$ cat config.mk
export PLATFORM = sky130hd
export DESIGN_NAME = layer_seq
export DESIGN_NICKNAME = d
export VERILOG_FILES = /design/src/rtl/layer_pkg.sv /design/src/rtl/bias_relu.sv /design/src/rtl/layer_seq.sv
export SDC_FILE = /design/constraint.sdc
export NUM_CORES = 1
export LEC_CHECK = 0
export BUFFER_PORTS_ARGS = -buffer_cell sky130_fd_sc_hd__buf_4
export CAP_MARGIN = 20
export CORE_UTILIZATION = 45
export DETAILED_ROUTE_END_ITERATION = 7
export MAX_ROUTING_LAYER = met4
export PLACE_DENSITY = 0.73
export REMOVE_ABC_BUFFERS = 1
export SYNTH_ARGS = -nofsm -noshare
export SYNTH_HDL_FRONTEND = slang
export SYNTH_SLANG_ARGS = --single-unit
$ cat constraint.sdc
create_clock -name clk -period 34.7 [get_ports clk]
set_input_delay 5.205 -clock clk [delete_from_list [all_inputs] [get_ports clk]]
set_output_delay 5.205 -clock clk [all_outputs]
set_load 0.005 [all_outputs]
$ cat src/rtl/layer_pkg.sv
// Shared definitions for the fully-connected layer sequencer.
//   state_t      : sequencer FSM states
//   REG_*        : CPU slave register map of layer_seq
//   DOT_REG_*    : register map of the downstream dot-product unit
//   Q16_ONE      : 1.0 in Q16.16
package layer_pkg;

  typedef enum logic [3:0] {
    IDLE,
    CFG_W,
    CFG_A,
    CFG_N,
    START,
    BIAS_REQ,
    BIAS_WAIT,
    RESULT,
    WRITE_OUT
  } state_t;

  localparam logic [3:0] REG_START = 4'd0;
  localparam logic [3:0] REG_BIAS  = 4'd1;
  localparam logic [3:0] REG_W     = 4'd2;
  localparam logic [3:0] REG_A     = 4'd3;
  localparam logic [3:0] REG_OUT   = 4'd4;
  localparam logic [3:0] REG_N     = 4'd5;
  localparam logic [3:0] REG_M     = 4'd6;
  localparam logic [3:0] REG_RELU  = 4'd7;

  localparam logic [3:0] DOT_REG_START  = 4'd0;
  localparam logic [3:0] DOT_REG_RESULT = 4'd1;
  localparam logic [3:0] DOT_REG_W      = 4'd2;
  localparam logic [3:0] DOT_REG_A      = 4'd3;
  localparam logic [3:0] DOT_REG_N      = 4'd5;

  localparam logic [31:0] Q16_ONE = 32'h0001_0000;

endpackage

$ cat src/rtl/bias_relu.sv
// Bias add and optional ReLU for one output neuron (combinational).
//   result_i  : dot-product result, Q16.16
//   bias_i    : neuron bias, Q16.16
//   relu_en_i : clamp negative sums to zero when set
//   y_o       : activation, Q16.16 (sum wraps modulo 2^32)
module bias_relu (
  input  logic [31:0] result_i,
  input  logic [31:0] bias_i,
  input  logic        relu_en_i,
  output logic [31:0] y_o
);

  logic [31:0] sum;

  always_comb begin
    sum = result_i + bias_i;
    y_o = (relu_en_i && sum[31]) ? '0 : sum;
  end

endmodule

$ cat src/rtl/layer_seq.sv
// Fully-connected layer sequencer: for each output neuron j it programs and
// starts the dot unit, fetches b[j] from SDRAM, adds bias, applies optional
// ReLU and writes the activation to SRAM.
//   slave_*  : CPU slave; reg 0 write = start, read = done count;
//              regs 1-7 = bias_base, w_base, a_base, out_base, N, M, relu_en
//   dot_*    : master to the dot-product unit slave port
//   mem_*    : SDRAM read master (bias fetch)
//   sram_*   : SRAM write master (activations)
// All master outputs are decoded from state and registers only.
module layer_seq
  import layer_pkg::*;
(
  input  logic        clk,
  input  logic        rst,
  output logic        slave_waitrequest,
  input  logic [3:0]  slave_address,
  input  logic        slave_read,
  output logic [31:0] slave_readdata,
  input  logic        slave_write,
  input  logic [31:0] slave_writedata,
  input  logic        dot_waitrequest,
  output logic [3:0]  dot_address,
  output logic        dot_read,
  input  logic [31:0] dot_readdata,
  output logic        dot_write,
  output logic [31:0] dot_writedata,
  input  logic        mem_waitrequest,
  output logic [31:0] mem_address,
  output logic        mem_read,
  input  logic [31:0] mem_readdata,
  input  logic        mem_readdatavalid,
  input  logic        sram_waitrequest,
  output logic [31:0] sram_address,
  output logic        sram_write,
  output logic [31:0] sram_writedata
);

  state_t      state_q, state_d;
  logic [31:0] bias_base_q, bias_base_d;
  logic [31:0] w_base_q, w_base_d;
  logic [31:0] a_base_q, a_base_d;
  logic [31:0] out_base_q, out_base_d;
  logic [31:0] n_q, n_d;
  logic [31:0] m_q, m_d;
  logic        relu_q, relu_d;
  logic [31:0] j_q, j_d;
  logic [31:0] w_ptr_q, w_ptr_d;
  logic [31:0] done_q, done_d;
  logic [31:0] bias_q, bias_d;
  logic [31:0] result_q, result_d;
  logic [31:0] y;
  logic [31:0] j_off;

  bias_relu u_bias_relu (
    .result_i  (result_q),
    .bias_i    (bias_q),
    .relu_en_i (relu_q),
    .y_o       (y)
  );

  assign j_off = {j_q[29:0], 2'b00};

  always_ff @(posedge clk or posedge rst) begin
    if (rst) begin
      state_q     <= IDLE;
      bias_base_q <= '0;
      w_base_q    <= '0;
      a_base_q    <= '0;
      out_base_q  <= '0;
      n_q         <= '0;
      m_q         <= '0;
      relu_q      <= 1'b0;
      j_q         <= '0;
      w_ptr_q     <= '0;
      done_q      <= '0;
      bias_q      <= '0;
      result_q    <= '0;
    end else begin
      state_q     <= state_d;
      bias_base_q <= bias_base_d;
      w_base_q    <= w_base_d;
      a_base_q    <= a_base_d;
      out_base_q  <= out_base_d;
      n_q         <= n_d;
      m_q         <= m_d;
      relu_q      <= relu_d;
      j_q         <= j_d;
      w_ptr_q     <= w_ptr_d;
      done_q      <= done_d;
      bias_q      <= bias_d;
      result_q    <= result_d;
    end
  end

  always_comb begin
    state_d     = state_q;
    bias_base_d = bias_base_q;
    w_base_d    = w_base_q;
    a_base_d    = a_base_q;
    out_base_d  = out_base_q;
    n_d         = n_q;
    m_d         = m_q;
    relu_d      = relu_q;
    j_d         = j_q;
    w_ptr_d     = w_ptr_q;
    done_d      = done_q;
    bias_d      = bias_q;
    result_d    = result_q;

    slave_waitrequest = 1'b1;
    slave_readdata    = '0;
    dot_address       = '0;
    dot_read          = 1'b0;
    dot_write         = 1'b0;
    dot_writedata     = '0;
    mem_address       = '0;
    mem_read          = 1'b0;
    sram_address      = '0;
    sram_write        = 1'b0;
    sram_writedata    = '0;

    case (state_q)
      IDLE: begin
        slave_waitrequest = 1'b0;
        if (slave_read) begin
          case (slave_address)
            REG_START: slave_readdata = done_q;
            REG_BIAS:  slave_readdata = bias_base_q;
            REG_W:     slave_readdata = w_base_q;
            REG_A:     slave_readdata = a_base_q;
            REG_OUT:   slave_readdata = out_base_q;
            REG_N:     slave_readdata = n_q;
            REG_M:     slave_readdata = m_q;
            REG_RELU:  slave_readdata = {31'd0, relu_q};
            default:   slave_readdata = '0;
          endcase
        end
        if (slave_write) begin
          case (slave_address)
            REG_START: begin
              done_d  = '0;
              j_d     = '0;
              w_ptr_d = w_base_q;
              // With N = 0 the dot unit is never touched, so the result
              // register must already hold zero for every neuron.
              result_d = '0;
              if (m_q != '0) begin
                state_d = (n_q == '0) ? BIAS_REQ : CFG_W;
              end
            end
            REG_BIAS: bias_base_d = slave_writedata;
            REG_W:    w_base_d    = slave_writedata;
            REG_A:    a_base_d    = slave_writedata;
            REG_OUT:  out_base_d  = slave_writedata;
            REG_N:    n_d         = slave_writedata;
            REG_M:    m_d         = slave_writedata;
            REG_RELU: relu_d      = slave_writedata[0];
            default: ;
          endcase
        end
      end

      CFG_W: begin
        dot_write     = 1'b1;
        dot_address   = DOT_REG_W;
        dot_writedata = w_ptr_q;
        if (!dot_waitrequest) state_d = CFG_A;
      end

      CFG_A: begin
        dot_write     = 1'b1;
        dot_address   = DOT_REG_A;
        dot_writedata = a_base_q;
        if (!dot_waitrequest) state_d = CFG_N;
      end

      CFG_N: begin
        dot_write     = 1'b1;
        dot_address   = DOT_REG_N;
        dot_writedata = n_q;
        if (!dot_waitrequest) state_d = START;
      end

      START: begin
        dot_write     = 1'b1;
        dot_address   = DOT_REG_START;
        dot_writedata = '0;
        if (!dot_waitrequest) state_d = BIAS_REQ;
      end

      // Bias fetch runs while the dot unit is busy; RESULT then soaks up
      // whatever dot latency remains through dot_waitrequest.
      BIAS_REQ: begin
        mem_read    = 1'b1;
        mem_address = bias_base_q + j_off;
        if (!mem_waitrequest) state_d = BIAS_WAIT;
      end

      BIAS_WAIT: begin
        if (mem_readdatavalid) begin
          bias_d  = mem_readdata;
          state_d = (n_q == '0) ? WRITE_OUT : RESULT;
        end
      end

      RESULT: begin
        dot_read    = 1'b1;
        dot_address = DOT_REG_RESULT;
        if (!dot_waitrequest) begin
          result_d = dot_readdata;
          state_d  = WRITE_OUT;
        end
      end

      WRITE_OUT: begin
        sram_write     = 1'b1;
        sram_address   = out_base_q + j_off;
        sram_writedata = y;
        if (!sram_waitrequest) begin
          done_d  = done_q + 32'd1;
          j_d     = j_q + 32'd1;
          w_ptr_d = w_ptr_q + {n_q[29:0], 2'b00};
          if (j_d < m_q) begin
            state_d = (n_q == '0) ? BIAS_REQ : CFG_W;
          end else begin
            state_d = IDLE;
          end
        end
      end

      default: state_d = IDLE;
    endcase
  end

endmodule

=== Yosys cells after proc, flatten, opt, wreduce, memory -nomap -nowiden ===
Cells that the tools add are included.

* $add $sub $neg: 6
* Multipliers: 0
* Divide/modulo/power cells: 0
* Order comparisons: 1
* Equal/unequal tests: 26
* Shifts and indexed selects: 0
* Mux-type cells: 41
* Bitwise operators: 0
* Reductions and logical operators: 19

{| class="wikitable"
|+ Operators by type and width
! kind !! number
|-
| $mux W32 || 14
|-
| $pmux W32 S2 || 4
|-
| $pmux W32 S8 || 1
|-
| $add A32 B32 Y32 || 4
|-
| $pmux W32 S3 || 1
|-
| $add A32 B1 Y32 const B || 2
|-
| $mux W4 || 12
|-
| $pmux W4 S9 || 1
|-
| $eq A4 B3 Y1 const B || 8
|-
| $logic_not A32 Y1 || 1
|-
| $lt A32 B32 Y1 || 1
|-
| $reduce_bool A32 Y1 || 1
|-
| $reduce_and A3 Y1 || 7
|-
| $ne A2 B2 Y1 const B || 10
|-
| $eq A4 B2 Y1 const B || 4
|-
| $pmux W3 S4 || 1
|-
| $reduce_and A11 Y1 || 1
|-
| $eq A4 B1 Y1 const B || 2
|-
| $logic_not A4 Y1 || 2
|-
| $reduce_and A4 Y1 || 2
|-
| $mux W3 || 2
|-
| $mux W1 || 5
|-
| $eq A4 B4 Y1 const B || 1
|-
| $reduce_bool A2 Y1 || 2
|-
| 4 further kinds || 4
|}

* Flip-flop bits (word level): 357
* Bits in latches: 0
* Memory bits (writable): 0
* Memory bits (read-only): 0
* Input port bits: 108
* Memories kept: 0

=== Logic depth before layout (Yosys ltp) ===
Gate-level depths: netlist of the first run.

* Word-level depth: 6
* Mapped depth: 18

=== Hierarchy ===
Synthesis of the first run repeated with hierarchy kept, for this count alone.

* Cells, all modules: 2678
* Area total of the unflattened synthesis: 24405.9 sq um

{| class="wikitable"
|+ By module, submodules not included
! module !! times used !! cells an instance !! area an instance (sq um) !! sequential area each (sq um)
|-
| layer_seq || 1 || 2370 || 22335.2 || 8933.6
|-
| bias_relu || 1 || 308 || 2070.7 || 0.0
|}

=== Least setup slack after synthesis of the first run ===
Ideal clock, no wire load.

* Path kind: input -> output
* Start point: input port slave_address[0]
* End point: output port slave_readdata[22]
* Data arrival time: 6.544 ns
* Slack: 22.951 ns
* Stages on the path: 5
* Buffers on the path: 2
* Path through: buf_6 -> nor4b_1 -> clkbuf_1 -> a222oi_1 -> a31oi_1

* Word-level cells in the longest chain between the ends: 4
* Elaborated cells between the ends (all ways): 11
* Those cells by class: 7 x eq/ne; 3 x mux; 1 x reduce/logical

{| class="wikitable"
|+ Ends and longest elaborated chain
! element !! RTL line !! RTL
|-
| from (decl) || layer_seq.sv:16 || <nowiki>input logic [3:0] slave_address,</nowiki>
|-
| $eq A4 B3 Y1 (tied with other cells) || layer_seq.sv:126 || <nowiki>case (slave_address)</nowiki>
|-
| $pmux W32 S8 * || layer_seq.sv:126 ||
|-
| $mux W32 * || layer_seq.sv:125 || <nowiki>if (slave_read) begin</nowiki>
|-
| $mux W32 * || layer_seq.sv:122 || <nowiki>case (state_q)</nowiki>
|-
| to (decl) || layer_seq.sv:18 || <nowiki>output logic [31:0] slave_readdata,</nowiki>
|}

Every way passes the cells marked *; elsewhere a longest branch is shown, timed or not.

=== Final worst setup path of the first run ===
* Start point: input port slave_address[1]
* End point: output port slave_readdata[19]

Same word-level chain as after synthesis.

==> run metrics, run 1 <==
status=finished clean; total power=1940 µW; Post-DRT Antenna Nets=0; kind of critical path=in2out; Max VDD drop=0.0000625 V; clk_skew=0.0466 ns; FF+latch count, synth=357; CTS max path bufs=3; Resize count post-CTS=0; dpl cells=3,311; standard-cell rows=83; setup_tns=0 ns; Worst R2R Start=state_q[2]$_DFFE_PP0P_; DIE WIDTH=231 µm; unrepaired setup endpoints after global routing=false; Post-synth EDFFs=0; CTS Buf Count=42; Final period util=35.7%; Sinks on Clock Net=357; fin cells=3,388; drc violations=0; CTS tree=done; Critical Path RT=29.49 ns; Async S/R FF share, synth=100%; Worst EP arrival=7.17 ns; R2R Path End=j_q[22]$_DFFE_PP0P_; Hold Path Origin=w_ptr_q[1]$_DFFE_PP0P_; Synth Cell Area=0.0237 mm²; crit start category=input pin; Max Clock Freq=80.8 MHz; hold-critical path endpoint=w_ptr_q[1]$_DFFE_PP0P_; Warnings, synthesis=0; gr ovfl total=0; fillers=4,479; gr usage total=30.4%; Pins Over Slew Limit=0; fraction of layout cells with a size suffix above 1=24.3%; minimum clock period after layout=12.38 ns; Power Density=69.6 mW/mm²; leakage=0.0133 µW; CORE AREA=0.0516 mm²; Initial DRT Pass Iterations=7; first-pass GRT wire length=122,000 µm; ys flop type=dfrtp_1; Max-slew headroom=22.8%; CTS H-tree lvls=2; Tightest Pin Transition=1.16 ns; Tightest Hold Check Type=reg2reg; largest net degree at the start of global routing=124; number of global-route vias before repair=21,062; R2R Setup Slk=29.98 ns; Initial DRC Count=2,014; GPL Wtd Cong=0.961; hold slack=0.495 ns; type of destination of the critical path=output port; I/O pins=277; Vias=21,340; die area=0.0535 mm²; port bufs=275; Syn Area/Cell=9.68 µm²; final WL=80,400 µm; Initial Util=45.9%; Reg clk slew, reported paths=0.06 ns; post-CTS setup buffers=0; CP max FO=33; dpl hpwl=58,600 µm; Routed WL per cell=23.7 µm; post-synthesis cell type count=79; Clock Latency Late Sink=0.61 ns; Final setup viols=0; # Max-Cap Violations=0; Final Hold Viols=0; Hold Path Stages=2; Root Driver=clkbuf_16; DR vias/cell=6.30; Synth-to-Final Area Change=17.7%; register area share after synthesis=37.7%; nets@finish=2,940; Die Ht=231 µm; initial antenna violation count=1; Post-Syn Instances=2,446; # hold bufs at CTS=0; R2R depth=10
synthesized netlist by cell type, drive strengths merged (54+ instances only):
library cell | count | share of area [%]
a21o | 58 | 1.8
a21oi | 128 | 2.7
a22oi | 93 | 3.0
a31oi | 54 | 1.4
clkbuf | 84 | 1.3
dfrtp | 357 | 38
ha | 151 | 8.0
inv | 68 | 1.1
mux2 | 247 | 12
nand2 | 144 | 2.3
nor2 | 238 | 3.9
o21ai | 132 | 2.8
xnor2 | 71 | 2.6
xor2 | 82 | 3.0
state kept, by name (all words and copies together) (netlist names):
signal       cells
state_q          4
j_q             32
m_q             32
n_q             32
result_q        32
out_base_q      32
a_base_q        32
bias_base_q     32
bias_q          32
done_q          32
w_ptr_q         32
w_base_q        32
relu_q           1
critical path, cell delays in order:
cell,delay [ns]
buf_4,0.14
nand2b_1,0.21
nor2_4,0.80
a22oi_1,0.20
a31oi_1,0.41
buf_4,0.19
layout make-up:
type | instances | area, µm² | share of cell area [%]
Tap cell | 680 | 851 | 3.06
Timing Repair Buffer | 307 | 2340 | 8.39
Antenna cell | 1 | 2.50 | 0.00899
Inverter | 69 | 267 | 0.957
Clock buffer | 57 | 1180 | 4.23
Sequential cell | 357 | 8930 | 32.1
Multi-Input combinational cell | 1900 | 14100 | 50.5
Clock inverter | 17 | 214 | 0.768
routing by layer:
| metal | track usage [%] | vias up | wire length [µm] |
|---|---|---|---|
| li1 | - | 9563 | - |
| met1 | 40.5 | 10572 | 33900 |
| met2 | 47.0 | 1035 | 36800 |
| met3 | 4.39 | 170 | 6920 |
| met4 | 11.4 | 0 | 2770 |
| met5 | - | - | 0 |
how the worst max path moves through the flow:
stage                         endpoint             start  cells after the start
2_1_floorplan  a_base_q[0]$_DFFE_PP0P_               rst                      1
3_3_place_gp        slave_readdata[14]  slave_address[1]                      6
3_5_place_dp        slave_readdata[14]  slave_address[1]                      6
4_1_cts             slave_readdata[14]  slave_address[1]                      6
5_1_grt             slave_readdata[14]  slave_address[1]                      6
6_report            slave_readdata[19]  slave_address[1]                      6
report_power, final:
group	internal [µW]	switching, µW	total [µW]
Clock	256	193	450
Combinational	357	436	793
Sequential	541	155	696
cells in the final DEF, fill, tap and decap left out, types with 20 or more instances in the layout:
master     synthesis  routed
and3_1            34      34
a22oi_1           93      93
a31oi_1           54      54
xor2_1            82      82
a21oi_1          128     128
nor3_1            39      36
xnor2_1           71      71
a22o_1            47      47
ha_1             151     151
nand2b_1          29      29
nand2_1          144     143
clkbuf_16          0      43
a211oi_1          24      24
buf_4              2     305
a21o_1            58      58
o21ai_0          131     131
nor4_1            20      20
nor2_1           236     234
nand4_1           29      29
mux2_2           247     247
nand3_1           44      43
dfrtp_1          357     356
a222oi_1          32      32
inv_1             68      67
cell families after synthesis:
logic type	count (synthesis)	share of synthesized area, %
adder cells (fa/ha/maj)	155	8.32
buffers and inverters	189	3.13
other	1	0.0158
AND/OR/NAND/NOR	649	13.2
flip-flops	357	37.7
XOR/XNOR	153	5.66
multiplexers	260	12.3
AO/OA/AOI/OAI	682	19.6
stage by stage:
stage	util [%]	instance area [µm²]	setup slack (ns)
6_report	54.0	27800	22.32
5_1_grt	54.0	27800	22.32
4_1_cts	53.9	27800	22.37
3_5_place_dp	51.2	26400	22.38
3_3_place_gp	51.2	26400	22.39
2_1_floorplan	-	23200	19.59
Note: power is estimated with default switching activity, not from simulation.
==> run 2: changes to the inputs <==
ABC_AREA = 1   (was not set)
PLACE_DENSITY = 0.75   (was 0.73)
clock period = 10.4 ns   (was 34.7 ns; I/O delays follow)
==> run 2 against run 1 <==
Against the previous run: clock-buffer cell count shrank 5; sequential share of layout area shrank 2.9 points; worst hold slack lost 0.0078 ns; register-to-register slack lost 24 ns; largest cell class unchanged.
==> run metrics, run 2 <==
status=finished clean; DR vias/cell=5.67 (-9.9%); crit-path cells=buf_4 -> nand2_1 -> inv_1 -> nand2_1 -> clkinv_1 -> a221oi_1 -> a21oi_1 -> buf_4; FF+latch count, synth=357 (unchanged); Pins Over Slew Limit=0 (unchanged); fillers=5,871 (+31%); Tightest Hold Check Type=reg2reg; Async S/R FF share, synth=100% (unchanged); Sinks on Clock Net=357 (unchanged); CP max FO=18 (-45%); type of destination of the critical path=output port; CORE AREA=0.0581 mm² (+13%); Final period util=57.1%; CP delay by family, top=buffers and inverters; Critical Path End=slave_readdata[15]; # Max-Cap Violations=0 (unchanged); gr ovfl total=0 (unchanged); gr usage total=35.9% (+5.5 points); Vias=28,148 (+32%); CTS H-tree lvls=2 (unchanged); Post-DRT Antenna Nets=0 (unchanged); first-pass GRT wire length=159,000 µm (+30%); dpl cells=4,889 (+48%); Worst path max stage delay=0.93 ns (+0.13 ns); fin cells=4,961 (+46%); I/O pins=277 (unchanged); minimum clock period after layout=5.94 ns; # hold bufs at CTS=0 (unchanged); GPL Wtd Cong=1.03 (+7.5%); top cells by area, synth=dfrtp_1 (33%), nand2_1 (15%), inv_1 (7.3%); Tightest Pin Transition=1.14 ns (-0.0189 ns); Die Ht=245 µm (+6.1%); most frequent cell after synthesis=nand2_1; R2R Setup Slk=6.48 ns (-23.50 ns); Worst EP arrival=4.38 ns (-2.79 ns); Critical Path Stages=8 (+2); post-synthesis cell type count=57 (-28%); Max Clock Freq=168 MHz; kind of critical path=in2out; Initial Util=45.9% (about the same); Root Driver=clkbuf_16; commonest non-fill, non-tap cell in the layout=nand2_1; ys flop type=dfrtp_1; Routed WL per cell=21.6 µm (-9.0%); initial antenna violation count=3 (+2); Power Density=285 mW/mm² (+310%); Final setup viols=0 (unchanged); Max VDD drop=0.000205 V (+230%); CTS tree=done; register area share after synthesis=33.5% (-4.3 points); post-CTS setup buffers=0 (unchanged); port bufs=275 (unchanged); leakage=0.0155 µW (+16%); standard-cell rows=88 (+6.0%); most frequent cells after synthesis=nand2_1 (1,087), inv_1 (520), nor2_1 (428), o21ai_0 (372), dfrtp_1 (357); fraction of layout cells with a size suffix above 1=10.9% (-13 points); final WL=107,000 µm (+33%); Post-Syn Instances=3,939 (+61%); Post-synth EDFFs=0 (unchanged); DIE WIDTH=245 µm (+6.1%); CP bufs+invs=4 (+2); post-layout util=52.7% (-1.2 points); Crit. Startpoint=slave_address[1]; Critical Path RT=8.84 ns (-20.65 ns); clk_skew=0.0192 ns (-0.0274 ns); number of global-route vias before repair=26,198 (+24%); CTS max path bufs=3 (unchanged); Initial DRC Count=3,105 (+54%); largest area contributor in the netlist=dfrtp_1; dpl hpwl=83,300 µm (+42%); Synth Cell Area=0.0267 mm² (+13%); drc violations=0 (unchanged); CTS Buf Count=40 (-4.8%); CP max-delay cell=clkinv_1; Worst Slack Setup Final=4.46 ns (-17.87 ns); Final Hold Viols=0 (unchanged); pre-CTS setup slack=4.70 ns (-17.68 ns); Max-slew headroom=24.1% (+1.4 points); Warnings, synthesis=0 (unchanged); die area=0.0602 mm² (+13%); Initial DRT Pass Iterations=6 (-1); most frequent cells in the layout=nand2_1 (1,084), inv_1 (518), nor2_1 (426); R2R Path End=state_q[2]$_DFFE_PP0P_; largest net degree at the start of global routing=163 (+31%); hold slack=0.488 ns (-0.00779 ns); share of the synthesized area in the top cell type=33.5% (-4.3 points); Clock Latency Late Sink=0.58 ns (-0.03 ns); setup_tns=0 ns (unchanged); R2R depth=21 (+11); crit start category=input pin; unrepaired setup endpoints after global routing=false; Worst R2R Start=j_q[1]$_DFFE_PP0P_; Synth-to-Final Area Change=14.9%; nets@finish=4,429 (+51%); Syn Area/Cell=6.77 µm² (-30%); Reg clk slew, reported paths=0.06 ns (about the same); Resize count post-CTS=0 (unchanged)
==> run 2: kinds of logic after synthesis <==
group / share of synthesized area (%)
AND/OR/NAND/NOR: 29.8
AO/OA/AOI/OAI: 16.2
buffers and inverters: 9.54
flip-flops: 33.5
adder cells (fa/ha/maj): 7.38
XOR/XNOR: 2.20
multiplexers: 1.35
other: 0.0141
==> run 2: worst min path at each step <==
stage | to | cells after the start | from
2_1_floorplan | a_base_q[11]$_DFFE_PP0P_ | 2 | a_base_q[11]$_DFFE_PP0P_
3_3_place_gp | w_base_q[10]$_DFFE_PP0P_ | 2 | w_base_q[10]$_DFFE_PP0P_
3_5_place_dp | w_base_q[0]$_DFFE_PP0P_ | 2 | w_base_q[0]$_DFFE_PP0P_
4_1_cts | w_base_q[26]$_DFFE_PP0P_ | 2 | w_base_q[26]$_DFFE_PP0P_
5_1_grt | a_base_q[14]$_DFFE_PP0P_ | 2 | a_base_q[14]$_DFFE_PP0P_
6_report | a_base_q[23]$_DFFE_PP0P_ | 2 | a_base_q[23]$_DFFE_PP0P_
==> run 2: tightest hold or removal path, stage by stage, from the launching register on <==
cell and delay [ns]:
dfrtp_1 0.34, nand2_1 0.05, o21ai_0 0.06
==> run 2: cell type report <==
cell class                 instances  area (µm²)  area share (%)
sequential                       357        8930            29.2
clock buffer                      52        1110            3.61
inverter                         531        2000            6.54
timing repair buffer             298        2250            7.34
antenna                            4        10.0          0.0327
tap                              765         957            3.12
multi-input combinational       2938       15200            49.6
clock inverter                    16         168           0.547
==> run 2: routing by layer <==
layer | GRT usage, % | part of all wire (%)
met4 | 13.8 | 4.2
met1 | 46.3 | 41
met5 | - | 0
met2 | 56.6 | 46
met3 | 5.59 | 9.1
==> run 2: power by group <==
group	internal [µW]	switching [µW]
combinational	1580	3020
sequential	1960	738
clock	824	611
==> run 2: metrics by stage <==
stage | total power, µW | instance area (µm²)
2_1_floorplan | 5490 | 26100
3_3_place_gp | 7130 | 29400
3_5_place_dp | 7190 | 29400
4_1_cts | 8650 | 30600
5_1_grt | 9370 | 30600
6_report | 8740 | 30600
